`src/rtl/protected_rf_pkg.sv`:
```
// Shared definitions for the protected register file: fault codes reported
// on the fault_code output.
package protected_rf_pkg;

    typedef logic [1:0] fault_code_t;

    localparam fault_code_t FC_NONE         = 2'd0;
    localparam fault_code_t FC_READ_DENIED  = 2'd1;
    localparam fault_code_t FC_WRITE_DENIED = 2'd2;
    localparam fault_code_t FC_ILLEGAL      = 2'd3;

endpackage

```
`src/rtl/protected_rf_entry.sv`:
```
// One protected storage entry: data word, owner ID and owned flag.
// The top level only asserts an operation strobe when the operation is legal
// and addresses this entry. The entry itself applies the ownership rules, so
// a strobe from a non-owner leaves the state unchanged.
module protected_rf_entry #(
    parameter int WIDTH = 8,
    parameter int ID_W  = 4
) (
    input  logic             clk,
    input  logic             reset,
    input  logic [ID_W-1:0]  req_id_i,
    input  logic             claim_i,
    input  logic             release_i,
    input  logic             write_i,
    input  logic [WIDTH-1:0] wr_data_i,
    output logic [WIDTH-1:0] data_o,
    output logic             can_access_o,
    output logic             is_owned_o
);

    logic [WIDTH-1:0] data_q,  data_d;
    logic [ID_W-1:0]  owner_q, owner_d;
    logic             owned_q, owned_d;

    assign data_o       = data_q;
    assign is_owned_o   = owned_q;
    assign can_access_o = owned_q && (owner_q == req_id_i);

    // Next-state: claim takes a free entry, release scrubs it, write updates data.
    always_comb begin
        data_d  = data_q;
        owner_d = owner_q;
        owned_d = owned_q;
        if (claim_i && !owned_q) begin
            owned_d = 1'b1;
            owner_d = req_id_i;
        end else if (release_i && can_access_o) begin
            owned_d = 1'b0;
            owner_d = '0;
            data_d  = '0;
        end else if (write_i && can_access_o) begin
            data_d = wr_data_i;
        end
    end

    // Entry state register; reset clears data as well as ownership.
    always_ff @(posedge clk) begin
        if (reset) begin
            data_q  <= '0;
            owner_q <= '0;
            owned_q <= 1'b0;
        end else begin
            data_q  <= data_d;
            owner_q <= owner_d;
            owned_q <= owned_d;
        end
    end

endmodule

```
`src/rtl/protected_register_file.sv`:
```
// DEPTH x WIDTH register file with per-entry ownership. Requests are
// checked against the ownership state from before the clock edge. Denied
// or malformed requests raise a one-cycle fault with a prioritised code.
// Optional build macro RD_HIZ_EN: when it is defined, rd_data floats to
// all-Z in every cycle where rd_valid is low, for shared-bus use.
module protected_register_file
    import protected_rf_pkg::*;
#(
    parameter int  WIDTH  = 8,
    parameter int  DEPTH  = 8,
    parameter int  ID_W   = 4,
    localparam int ADDR_W = (DEPTH > 1) ? $clog2(DEPTH) : 1
) (
    input  logic              clk,
    input  logic              reset,
    input  logic [ID_W-1:0]   req_id,
    input  logic              wr_en,
    input  logic              claim,
    input  logic              release_i,
    input  logic [ADDR_W-1:0] wr_addr,
    input  logic [WIDTH-1:0]  wr_data,
    input  logic              rd_en,
    input  logic [ADDR_W-1:0] rd_addr,
    output logic [WIDTH-1:0]  rd_data,
    output logic              rd_valid,
    output logic              fault,
    output fault_code_t       fault_code
);

    logic [WIDTH-1:0] ent_data [DEPTH];
    logic [DEPTH-1:0] ent_access;
    logic [DEPTH-1:0] ent_owned;
    logic [DEPTH-1:0] wr_sel;

    logic             wr_addr_ok, rd_addr_ok;
    logic             any_op, multi_op, wr_illegal, wr_ok, wr_denied;
    logic             rd_illegal, rd_grant, rd_denied;
    logic             tgt_owned, tgt_access, rd_access;
    logic [WIDTH-1:0] rd_word;

    logic [WIDTH-1:0] rd_data_q,    rd_data_d;
    logic             rd_valid_q,   rd_valid_d;
    logic             fault_q,      fault_d;
    fault_code_t      fault_code_q, fault_code_d;

    assign wr_addr_ok = int'(wr_addr) < DEPTH;
    assign rd_addr_ok = int'(rd_addr) < DEPTH;

    for (genvar g = 0; g < DEPTH; g++) begin : g_entry
        protected_rf_entry #(
            .WIDTH (WIDTH),
            .ID_W  (ID_W)
        ) u_entry (
            .clk          (clk),
            .reset        (reset),
            .req_id_i     (req_id),
            .claim_i      (wr_sel[g] & claim),
            .release_i    (wr_sel[g] & release_i),
            .write_i      (wr_sel[g] & wr_en),
            .wr_data_i    (wr_data),
            .data_o       (ent_data[g]),
            .can_access_o (ent_access[g]),
            .is_owned_o   (ent_owned[g])
        );
    end

    // Address decode: pick out the write target and the read source entry.
    always_comb begin
        wr_sel     = '0;
        tgt_owned  = 1'b0;
        tgt_access = 1'b0;
        rd_access  = 1'b0;
        rd_word    = '0;
        for (int i = 0; i < DEPTH; i++) begin
            if (wr_addr == ADDR_W'(i)) begin
                wr_sel[i]  = wr_ok;
                tgt_owned  = ent_owned[i];
                tgt_access = ent_access[i];
            end
            if (rd_addr == ADDR_W'(i)) begin
                rd_access = ent_access[i];
                rd_word   = ent_data[i];
            end
        end
    end

    // Legality, permission and fault-priority evaluation; output next-state.
    always_comb begin
        any_op     = wr_en | claim | release_i;
        multi_op   = (wr_en & claim) | (wr_en & release_i) | (claim & release_i);
        wr_illegal = multi_op | (any_op & ~wr_addr_ok);
        wr_ok      = any_op & ~wr_illegal;
        // A self-claim is a silent no-op; every other op needs ownership.
        wr_denied  = wr_ok & (claim ? (tgt_owned & ~tgt_access) : ~tgt_access);

        rd_illegal = rd_en & ~rd_addr_ok;
        rd_grant   = rd_en & rd_addr_ok & rd_access;
        rd_denied  = rd_en & rd_addr_ok & ~rd_access;

        rd_valid_d = rd_grant;
        rd_data_d  = rd_data_q;
        if (rd_grant) begin
            rd_data_d = rd_word;
        end else if (rd_en) begin
            rd_data_d = '0;
        end

        fault_code_d = FC_NONE;
        if (wr_illegal || rd_illegal) begin
            fault_code_d = FC_ILLEGAL;
        end else if (wr_denied) begin
            fault_code_d = FC_WRITE_DENIED;
        end else if (rd_denied) begin
            fault_code_d = FC_READ_DENIED;
        end
        fault_d = (fault_code_d != FC_NONE);
    end

    // Registered read and fault outputs.
    always_ff @(posedge clk) begin
        if (reset) begin
            rd_data_q    <= '0;
            rd_valid_q   <= 1'b0;
            fault_q      <= 1'b0;
            fault_code_q <= FC_NONE;
        end else begin
            rd_data_q    <= rd_data_d;
            rd_valid_q   <= rd_valid_d;
            fault_q      <= fault_d;
            fault_code_q <= fault_code_d;
        end
    end

    assign rd_valid   = rd_valid_q;
    assign fault      = fault_q;
    assign fault_code = fault_code_q;

`ifdef RD_HIZ_EN
    assign rd_data = rd_valid_q ? rd_data_q : {WIDTH{1'bz}};
`else
    assign rd_data = rd_data_q;
`endif

endmodule

```
`config.mk`:
```
export PLATFORM = sky130hd
export DESIGN_NAME = protected_register_file
export DESIGN_NICKNAME = d
export VERILOG_FILES = /design/src/rtl/protected_rf_pkg.sv /design/src/rtl/protected_rf_entry.sv /design/src/rtl/protected_register_file.sv
export SDC_FILE = /design/constraint.sdc
export NUM_CORES = 1
export LEC_CHECK = 0
export ABC_CLOCK_PERIOD_IN_PS = 2400
export BUFFER_PORTS_ARGS = -buffer_cell sky130_fd_sc_hd__buf_2
export CELL_PAD_IN_SITES_DETAIL_PLACEMENT = 1
export CELL_PAD_IN_SITES_GLOBAL_PLACEMENT = 2
export CORE_ASPECT_RATIO = 0.9
export CORE_MARGIN = 2
export CORE_UTILIZATION = 38
export DETAILED_ROUTE_END_ITERATION = 10
export PLACE_DENSITY = 0.84
export SYNTH_ARGS = -nofsm -noshare
export SYNTH_HDL_FRONTEND = slang
export SYNTH_SLANG_ARGS = --single-unit
```
`constraint.sdc`:
```
create_clock -name clk -period 2.4 [get_ports clk]
set_input_delay 0.12 -clock clk [delete_from_list [all_inputs] [get_ports clk]]
set_output_delay 0.12 -clock clk [all_outputs]
set_load 0.005 [all_outputs]
```
==> reports/metrics.cfg, run 1 <==
[floorplan]
die_h_um=119
start_util_pct=38.4
die_w_um=132
ios=36
die_area_um2=15700
core_area_um2=14600
fp-row-count=42

[sta]
max_freq_ghz=0.445
finalCritPeriodShare_pct=93.5
final.setup.tns_ns=0
tightest_slew_ns=0.767
worst_slack_ns=0.155
finalSetupViolCount=0
maxSlewHeadroom_pct=48.4
slew_violations=0
clock_skew_ns=0.00733
hold_viol_final=0
period_needed_ns=2.25
rsz0062_at_grt=no

[yosys]
async_flop_share_pct=0
yosys_warnings=0
yosysSeqAreaShare_pct=41.6
syn_area_um2=5590
synth_seq_cells=116
synth_cell_types=56
syn_inst=613
avgSynthCellArea_um2=9.12
synth_nets=637
synth_edf_count=0
synth_ff_type=dfxtp_1

[grt]
grt-ovfl-total=0
antenna_found_initial=0
grt_pass1_wl_um=28300
grt_pass1_vias=5169
globalRouteTotalUtil_pct=23.4
grt_max_degree=66

[critical_path]
cp-end-kind=register
crit_fanout=9
cp.arrival_ns=2.57
worstSetupStartpointType=register
critPathKind=register to register
crit_required_ns=2.73

[detailed_routing]
viasPerCell=5.73
post_drt_wl_per_cell_um=20.5
vias=4954
wirelength_um=17800
drtIter0Drc=311
drt.antenna.violating_nets=0
dr.pass1.iters=5
drc=0

[placed_design]
dp_hpwl_um=12000
portBuffers=35
pre_cts_ws_ns=0.0165
postPlaceCellArea_um2=6040
dp.cells=832
gp_congestion=0.864

[final_layout]
final_layout_size_suffix_gt1_share_pct=18.4
diodes=0
fin_area_um2=6660
nets=682
fillers=1695
layoutNonFillerInstCount=865
mostFrequentLayoutCells=dfxtp_1, nor2_1, mux2i_1, nand2_1, a22oi_1
syn2layout_area_growth_pct=19.2
final_common_cell=dfxtp_1

[status]
status=finished, final reports clean

[clock_network]
cts.path.max_buffers=2
insertion_delay_ns=0.42
cts-buffers-inserted=17
cts.sinks=116
cts_tree=done
clkTransAtPathRegs_ns=0.05
htree_levels=4
clockRootBuffer=clkbuf_16

[hold_path]
hp-class=input port to register

[run]
maxCapViolCount=0

[power_and_ir_drop]
powerDensity_nw_per_um2=719
leakagePower_nw=2.41
ir_drop_v=0.000513

==> final cells by class <==
cell class | instances | area, µm² | area share [%]
Timing Repair Buffer | 70 | 465 | 6.99
Tap cell | 198 | 248 | 3.72
Inverter | 6 | 22.5 | 0.338
Sequential cell | 116 | 2320 | 34.9
Multi-Input combinational cell | 447 | 3030 | 45.5
Clock buffer | 22 | 464 | 6.97
Clock inverter | 6 | 105 | 1.58
==> final timing paths <==
kind / from / endpoint / slack (ns) / cells after the start
hold / removal: wr_data[6] / g_entry[3].u_entry.data_o[6] / 0.01 / 3
hold reg to reg: g_entry[0].u_entry.data_o[1] / g_entry[0].u_entry.data_o[1] / 0.45 / 2
setup reg to reg: g_entry[4].u_entry.owner_q[2] / rd_data[2] / 0.15 / 7
setup / recovery: g_entry[4].u_entry.owner_q[2] / rd_data[2] / 0.15 / 7
==> per-stage QoR <==
stage / power (mW) / hold WS, ns / utilization (%)
floorplan: 2.20 / 0.268 / -
global placement: 2.30 / 0.412 / 41.5
detailed placement: 2.31 / 0.418 / 41.5
CTS: 4.82 / 0.00138 / 45.7
global route: 4.93 / 0.0101 / 45.8
finish: 4.79 / 0.0142 / 45.8
==> routing by layer <==
| layer | vias up | global-route usage, % | wire length (µm) |
|---|---|---|---|
| met4 | 0 | 9.78 | 442 |
| met5 | - | 0 | 0 |
| met2 | 136 | 37.9 | 8360 |
| met3 | 35 | 4.81 | 778 |
| li1 | 2275 | - | - |
| met1 | 2508 | 30.6 | 8180 |
==> flip-flops by register name, summed over array words and instances (netlist names) <==
signal and flops:
g_entry.u_entry.is_owned_o 8, rd_data 8, fault_code 2, g_entry.u_entry.owner_q 32, rd_valid 1, fault 1
g_entry.u_entry.data_o 64
==> where the power goes <==
| group | internal (mW) | switching, mW |
|---|---|---|
| Sequential | 1.94 | 0.00740 |
| Combinational | 0.109 | 0.223 |
| Clock | 1.65 | 0.852 |
==> logic make-up after synthesis <==
logic type | count (synthesis) | share of synthesized area, %
DFF | 116 | 41.6
muxes | 61 | 13.8
AOI/OAI and AO/OA | 117 | 15.5
and+or+nand+nor | 235 | 19.2
xor gates and xnor gates | 34 | 5.46
buffers and inverters | 50 | 4.46
==> timing repair <==
item / 4_1_cts / 5_1_grt
buffers inserted: 0 / 0
hold endpoints to repair: 11 / 0
resized for setup: 0 / 1
endpoints found under the setup margin: 0 / 2
hold buffers: 5 / 0
==> critical path, cell delays in order (launching register included) <==
cell	delay [ns]
dfxtp_1	0.32
xnor2_1	0.17
nand3_1	0.17
nor2_1	0.26
a2111oi_0	0.17
or4_1	0.59
buf_4	0.22
o31ai_2	0.25
==> synthesized netlist by cell type, types with 4 or more instances <==
cell | n | share of area (%)
buf_2 | 7 | 0.63
o31ai_2 | 7 | 1.6
a31oi_1 | 5 | 0.56
mux2i_1 | 48 | 8.6
mux4_2 | 13 | 5.2
and3_1 | 6 | 0.67
nand3_1 | 32 | 2.9
dfxtp_1 | 116 | 42
buf_4 | 4 | 0.54
nand2_1 | 44 | 3.0
nor2_1 | 107 | 7.2
nor2b_1 | 11 | 1.2
a21oi_1 | 30 | 2.7
buf_6 | 5 | 1.0
inv_1 | 6 | 0.40
nor3b_1 | 5 | 0.67
buf_1 | 4 | 0.27
xnor2_1 | 23 | 3.6
xor2_1 | 10 | 1.6
clkbuf_1 | 24 | 1.6
o21ai_0 | 8 | 0.72
nor3_1 | 13 | 1.2
a22oi_1 | 40 | 5.4
No activity file was read; power rests on OpenSTA's default activity.
==> run 2, diff against run 1 <==
--- a/config.mk
+++ b/config.mk
@@ -11,9 +11,10 @@
 export CELL_PAD_IN_SITES_GLOBAL_PLACEMENT = 2
 export CORE_ASPECT_RATIO = 0.9
 export CORE_MARGIN = 2
-export CORE_UTILIZATION = 38
+export CORE_UTILIZATION = 40
+export CTS_BUF_LIST = sky130_fd_sc_hd__clkbuf_4
 export DETAILED_ROUTE_END_ITERATION = 10
-export PLACE_DENSITY = 0.84
+export PLACE_DENSITY = 0.88
 export SYNTH_ARGS = -nofsm -noshare
 export SYNTH_HDL_FRONTEND = slang
 export SYNTH_SLANG_ARGS = --single-unit
==> run 2 against run 1 <==
Net effect:
- hold slack improved by 0.050 ns
- first-iteration DRC count rose by 20%
- sequential cell count did not move
- wire length fell by 6.1%
- setup slack got worse by 0.054 ns
- via count fell by 2.1%
- sequential share of layout area rose by 1.3 points
- critical path type unchanged
==> reports/metrics.cfg, run 2 (synthesis gave the netlist of run 1 again) <==
[grt]
antenna_found_initial=1  ; was 0
grt_pass1_wl_um=27100  ; was 28300 µm
grt-ovfl-total=0  ; unchanged
grt_max_degree=66  ; unchanged
grt_pass1_vias=4918  ; was 5169
globalRouteTotalUtil_pct=23.7  ; was 23.4%

[status]
status=finished, final reports clean  ; unchanged

[critical_path]
cp-end-kind=register  ; unchanged
path_depth=7  ; unchanged
worstSetupStartpointType=register  ; unchanged
cp_cell_sequence=xor2_1 > nor3_2 > and3_4 > a2111oi_0 > or4_1 > buf_6 > o31ai_2  ; was xnor2_1 > nand3_1 > nor2_1 > a2111oi_0 > or4_1 > buf_4 > o31ai_2
crit_required_ns=2.83  ; was 2.73 ns
crit_start=g_entry[7].u_entry.owner_q[3]  ; was g_entry[4].u_entry.owner_q[2]
cp.arrival_ns=2.73  ; was 2.57 ns
critical_path_buf_inv_count=1  ; unchanged
r2r-end=rd_data[0]  ; was rd_data[2]
max_stage_delay_ns=0.64  ; was 0.59 ns
cp_slowest_cell=or4_1  ; unchanged
reg2reg_depth=7  ; unchanged
r2r_start=g_entry[7].u_entry.owner_q[3]  ; was g_entry[4].u_entry.owner_q[2]
r2r_slack_ns=0.10  ; was 0.15 ns
critPathKind=register to register  ; unchanged
cp_top_family=simple AND/OR/NAND/NOR gates  ; unchanged
cp-endpoint=rd_data[0]  ; was rd_data[2]
crit_fanout=9  ; unchanged

[floorplan]
start_util_pct=41.4  ; was 38.4%
die_area_um2=14900  ; was 15700 µm²
die_w_um=129  ; was 132 µm
fp-row-count=40  ; was 42
core_area_um2=13500  ; was 14600 µm²
ios=36  ; unchanged
die_h_um=116  ; was 119 µm

[detailed_routing]
wirelength_um=16700  ; was 17800 µm
viasPerCell=5.73  ; about the same
dr.pass1.iters=5  ; unchanged
vias=4848  ; was 4954
drt.antenna.violating_nets=0  ; unchanged
post_drt_wl_per_cell_um=19.7  ; was 20.5 µm
drtIter0Drc=373  ; was 311
drc=0  ; unchanged

[sta]
slew_violations=0  ; unchanged
maxSlewHeadroom_pct=40.9  ; was 48.4%
final.setup.tns_ns=0  ; unchanged
rsz0062_at_grt=no  ; unchanged
hold_viol_final=0  ; unchanged
worst_slack_ns=0.101  ; was 0.155 ns
max_freq_ghz=0.435  ; was 0.445 GHz
period_needed_ns=2.30  ; was 2.25 ns
finalSetupViolCount=0  ; unchanged
tightest_slew_ns=0.880  ; was 0.767 ns
hold_ws_ns=0.0642  ; was 0.0142 ns
clock_skew_ns=0.0114  ; was 0.00733 ns
finalCritPeriodShare_pct=95.8  ; was 93.5%

[final_layout]
final_common_cell=dfxtp_1  ; unchanged
final_layout_size_suffix_gt1_share_pct=19.2  ; was 18.4%
register_area_um2=2320  ; unchanged
largest_reg_flops=64  ; unchanged
mostFrequentLayoutCells=dfxtp_1, nor2_1, mux2i_1, nand2_1, a22oi_1  ; unchanged
syn2layout_area_growth_pct=14.8  ; was 19.2%
fillers=1580  ; was 1695
multi_input_area_um2=3040  ; was 3030 µm²
nets=688  ; was 682

[placed_design]
portBuffers=35  ; unchanged
pre_cts_ws_ns=-0.0296  ; was 0.0165 ns
gp_congestion=0.886  ; was 0.864
dp_hpwl_um=11800  ; was 12000 µm

[power_and_ir_drop]
ir_drop_v=0.000280  ; was 0.000513 V
leakagePower_nw=2.32  ; was 2.41 nW
powerDensity_nw_per_um2=586  ; was 719 nW/µm²

[clock_network]
insertion_delay_ns=0.53  ; was 0.42 ns
cts_tree=done  ; unchanged
cts-buffers-inserted=17  ; unchanged
htree_levels=4  ; unchanged
cts.path.max_buffers=2  ; unchanged
cts.sinks=116  ; unchanged
clockRootBuffer=clkbuf_4  ; was clkbuf_16
clkTransAtPathRegs_ns=0.11  ; was 0.05 ns

[run]
maxCapViolCount=0  ; unchanged

[hold_path]
hp-class=input port to register  ; unchanged

[run 2: cell count changes in the layout (fill, tap and decap cells not counted), moves of 2 or more]
cell           previous run  this run
clkbuf_4                  0        20
clkbuf_16                17         0
clkinv_1                  0         3
dlygate4sd3_1             5        10
clkbuf_1                  3         0
clkbuf_8                  2         0
[run 2: worst min-delay path by stage]
stage	startpoint	to	slack, ns	depth (start not counted)
CTS	req_id[0]	g_entry[7].u_entry.owner_q[0]	0.03	4
detailed placement	wr_data[0]	g_entry[0].u_entry.data_o[0]	0.43	3
global route	req_id[0]	g_entry[4].u_entry.owner_q[0]	0.04	4
finish	req_id[0]	g_entry[7].u_entry.owner_q[0]	0.06	4
global placement	wr_data[0]	g_entry[1].u_entry.data_o[0]	0.42	3
floorplan	wr_data[0]	g_entry[1].u_entry.data_o[0]	0.27	2
[run 2: layout make-up]
cell class	instances	area share [%]
inverter	6	0.351
clock buffer	20	2.34
clock inverter	12	2.15
antenna	1	0.0390
timing repair buffer	76	8.21
tap	168	3.28
sequential	116	36.2
multi-input combinational	447	47.4
[run 2: worst reg2reg max path: stages, from the launching register on]
cell and delay (ns):
dfxtp_1 0.33, xor2_1 0.17, nor3_2 0.25, and3_4 0.23, a2111oi_0 0.11, or4_1 0.64, buf_6 0.20, o31ai_2 0.27
[run 2: repair_timing]
action | CTS | global route
hold buffers | 10 | 0
setup buffers | 0 | 1
setup endpoints to repair | 0 | 1
hold endpoints to repair | 39 | 0
resized for setup | 0 | 4
[run 2: power by group]
| part | internal, mW | switching [mW] | total [mW] |
|---|---|---|---|
| Clock | 0.741 | 0.738 | 1.48 |
| Sequential | 1.94 | 0.00678 | 1.94 |
| Combinational | 0.115 | 0.220 | 0.335 |
| Total | 2.79 | 0.965 | 3.76 |
[run 2: routing by layer]
metal	vias to the layer above	wire length, µm	GRT usage [%]	share of wire, %
met5	-	0	0	0
met4	0	261	8.04	1.6
met3	20	701	5.59	4.2
met2	115	7630	36.7	46
met1	2418	8070	32.9	48
li1	2295	-	-	-
[run 2: per-stage QoR]
stage / power, mW / instance area (µm²) / std cells / utilization [%]
global placement: 2.29 / 6000 / 802 / 44.4
detailed placement: 2.30 / 6000 / 802 / 44.4
global route: 3.93 / 6410 / 846 / 47.5
CTS: 3.79 / 6390 / 844 / 47.3
floorplan: 2.20 / 5590 / 613 / -
finish: 3.76 / 6410 / 846 / 47.5
==> run 3, diff against run 2 <==
--- a/config.mk
+++ b/config.mk
@@ -5,16 +5,16 @@
 export SDC_FILE = /design/constraint.sdc
 export NUM_CORES = 1
 export LEC_CHECK = 0
-export ABC_CLOCK_PERIOD_IN_PS = 2400
+export ABC_CLOCK_PERIOD_IN_PS = 2000
 export BUFFER_PORTS_ARGS = -buffer_cell sky130_fd_sc_hd__buf_2
 export CELL_PAD_IN_SITES_DETAIL_PLACEMENT = 1
 export CELL_PAD_IN_SITES_GLOBAL_PLACEMENT = 2
 export CORE_ASPECT_RATIO = 0.9
 export CORE_MARGIN = 2
-export CORE_UTILIZATION = 40
+export CORE_UTILIZATION = 36
 export CTS_BUF_LIST = sky130_fd_sc_hd__clkbuf_4
 export DETAILED_ROUTE_END_ITERATION = 10
-export PLACE_DENSITY = 0.88
+export PLACE_DENSITY = 0.84
 export SYNTH_ARGS = -nofsm -noshare
 export SYNTH_HDL_FRONTEND = slang
 export SYNTH_SLANG_ARGS = --single-unit
==> constraint.sdc (replaced) <==
create_clock -name clk -period 2 [get_ports clk]
set_input_delay 0.1 -clock clk [delete_from_list [all_inputs] [get_ports clk]]
set_output_delay 0.1 -clock clk [all_outputs]
set_load 0.005 [all_outputs]
==> run 3 against run 2 <==
Net effect:
- the run now ends with negative setup slack left
- sequential cell count unchanged
- non-clock buffer count up 47
- sequential share of layout area is 2.6 points lower
- combinational power increased by 41%
- clock-buffer cell count is the same
- fmax up 13%
- clock power down 3%
- critical path type unchanged
- largest cell class unchanged
==> reports/metrics.cfg, run 3 (synthesis gave the netlist of run 1 again) <==
[floorplan]
die_area_um2=16500  ; was 14900 µm²
die_w_um=135  ; was 129 µm
fp-row-count=43  ; was 40
core_area_um2=15300  ; was 13500 µm²
ios=36  ; unchanged
die_h_um=122  ; was 116 µm
start_util_pct=36.6  ; was 41.4%

[critical_path]
crit_fanout=5  ; was 9
max_stage_delay_ns=0.61  ; was 0.64 ns
cp_cell_sequence=xor2_1 > nor3_2 > and3_4 > a2111oi_2 > or4_4 > buf_8 > o31ai_2  ; was xor2_1 > nor3_2 > and3_4 > a2111oi_0 > or4_1 > buf_6 > o31ai_2
critical_path_buf_inv_count=1  ; unchanged
cp.arrival_ns=2.49  ; was 2.73 ns
cp_top_family=simple AND/OR/NAND/NOR gates  ; unchanged
worstSetupStartpointType=register  ; unchanged
r2r-end=rd_data[6]  ; was rd_data[0]
critPathKind=register to register  ; unchanged
crit_required_ns=2.46  ; was 2.83 ns
r2r_slack_ns=-0.04  ; was 0.10 ns
cp-end-kind=register  ; unchanged
cp_slowest_cell=or4_4  ; was or4_1
r2r_start=g_entry[6].u_entry.owner_q[3]  ; was g_entry[7].u_entry.owner_q[3]
crit_start=g_entry[6].u_entry.owner_q[3]  ; was g_entry[7].u_entry.owner_q[3]
cp-endpoint=rd_data[6]  ; was rd_data[0]
path_depth=7  ; unchanged
reg2reg_depth=7  ; unchanged

[grt]
grt-ovfl-total=0  ; unchanged
grt_pass1_vias=5257  ; was 4918
grt_pass1_wl_um=28300  ; was 27100 µm
globalRouteTotalUtil_pct=22.2  ; was 23.7%
grt_max_degree=52  ; was 66
antenna_found_initial=0  ; was 1

[status]
status=complete, but fails checks  ; was finished, final reports clean
failed_checks=negative setup slack

[final_layout]
finish.utilization_pct=45.4  ; was 47.5%
mostFrequentLayoutCells=dfxtp_1, nor2_1, buf_4, mux2i_1, nand2_1  ; was dfxtp_1, nor2_1, mux2i_1, nand2_1, a22oi_1
final_common_cell=dfxtp_1  ; unchanged
register_area_um2=2330  ; was 2320 µm²
fin_area_um2=6940  ; was 6410 µm²
nets=735  ; was 688
multi_input_area_um2=3160  ; was 3040 µm²
largest_reg_flops=64  ; unchanged
final_layout_size_suffix_gt1_share_pct=26.8  ; was 19.2%
fillers=1780  ; was 1580
syn2layout_area_growth_pct=24.1  ; was 14.8%

[sta]
clock_skew_ns=0.0193  ; was 0.0114 ns
hold_viol_final=0  ; unchanged
period_needed_ns=2.04  ; was 2.30 ns
rsz0062_at_grt=yes  ; was no
slew_violations=0  ; unchanged
worst_slack_ns=-0.0376  ; was 0.101 ns
maxSlewHeadroom_pct=48.8  ; was 40.9%
finalCritPeriodShare_pct=102  ; was 95.8%
finalSetupViolCount=8  ; was 0
max_freq_ghz=0.491  ; was 0.435 GHz
tightest_slew_ns=0.768  ; was 0.880 ns

[power_and_ir_drop]
ir_drop_v=0.000325  ; was 0.000280 V
powerDensity_nw_per_um2=611  ; was 586 nW/µm²
power_mw=4.24  ; was 3.76 mW
leakagePower_nw=2.58  ; was 2.32 nW

[clock_network]
cts.sinks=116  ; unchanged
clockRootBuffer=clkbuf_4  ; unchanged
cts_tree=done  ; unchanged
clkTransAtPathRegs_ns=0.10  ; was 0.11 ns
htree_levels=4  ; unchanged
cts-buffers-inserted=17  ; unchanged
insertion_delay_ns=0.55  ; was 0.53 ns
cts.path.max_buffers=2  ; unchanged

[detailed_routing]
drtIter0Drc=353  ; was 373
post_drt_wl_per_cell_um=19.1  ; was 19.7 µm
dr.pass1.iters=5  ; unchanged
drc=0  ; unchanged
drt.antenna.violating_nets=0  ; unchanged
viasPerCell=5.52  ; was 5.73
wirelength_um=17700  ; was 16700 µm
vias=5107  ; was 4848

[placed_design]
postPlaceCellArea_um2=6390  ; was 6000 µm²
portBuffers=35  ; unchanged
gp_congestion=0.884  ; was 0.886
dp_hpwl_um=12800  ; was 11800 µm

[run]
maxCapViolCount=0  ; unchanged

[hold_path]
hp-class=input port to register  ; unchanged

==> run 3: worst min-delay path: stages <==
cell and delay (ns):
buf_2 0.20, nand4_1 0.11, a21oi_1 0.07, nor2_1 0.07
==> run 3: power breakdown <==
group / leakage [nW] / total (mW) / switching, mW / internal (mW)
logic: 1.51 / 0.474 / 0.292 / 0.183
clock network: 0.125 / 1.43 / 0.922 / 0.507
registers: 0.939 / 2.33 / 0.00887 / 2.32
total: 2.58 / 4.24 / 1.22 / 3.01
==> run 3: worst min path at each step <==
stage          slack (ns)       start                       endpoint  depth (start not counted)
6_report             0.04  wr_addr[0]  g_entry[5].u_entry.is_owned_o                          4
3_3_place_gp         0.40  wr_data[4]   g_entry[1].u_entry.data_o[4]                          3
4_1_cts             0.006  wr_addr[0]  g_entry[5].u_entry.is_owned_o                          4
2_1_floorplan        0.25  wr_data[0]   g_entry[1].u_entry.data_o[0]                          2
3_5_place_dp         0.41  wr_data[3]   g_entry[1].u_entry.data_o[3]                          3
5_1_grt              0.02   req_id[1]  g_entry[2].u_entry.owner_q[1]                          3
==> run 3: final cells by class <==
type | instances | share of cell area, %
sequential | 116 | 33.6
clock buffer | 20 | 2.16
tap | 202 | 3.64
inverter | 6 | 0.325
multi-input combinational | 447 | 45.6
antenna | 1 | 0.0361
clock inverter | 11 | 0.938
timing repair buffer | 123 | 13.7
==> run 3: what timing repair did <==
action,in CTS,in global routing
hold buffers,10,1
hold endpoints to repair,52,1
gates cloned,1,0
setup endpoints to repair,16,28
gates resized for setup,22,15
pin swaps,12,5
setup buffers,2,4
==> run 3: per-layer routing <==
layer | vias up | routed length (µm) | GRT usage [%]
met4 | 0 | 207 | 6.71
met5 | - | 0 | 0
li1 | 2396 | - | -
met2 | 113 | 8490 | 36.8
met3 | 21 | 814 | 5.04
met1 | 2577 | 8190 | 29.1
==> run 3: per-stage QoR <==
step	cells	hold WS [ns]	TNS, ns	worst slack (ns)
global placement	876	0.400	-3.15	-0.243
finish	926	0.0410	-0.189	-0.0376
detailed placement	876	0.410	-5.51	-0.312
global route	925	0.0152	-1.63	-0.116
floorplan	613	0.248	0	0.0853
CTS	920	0.00629	-0.298	-0.0508
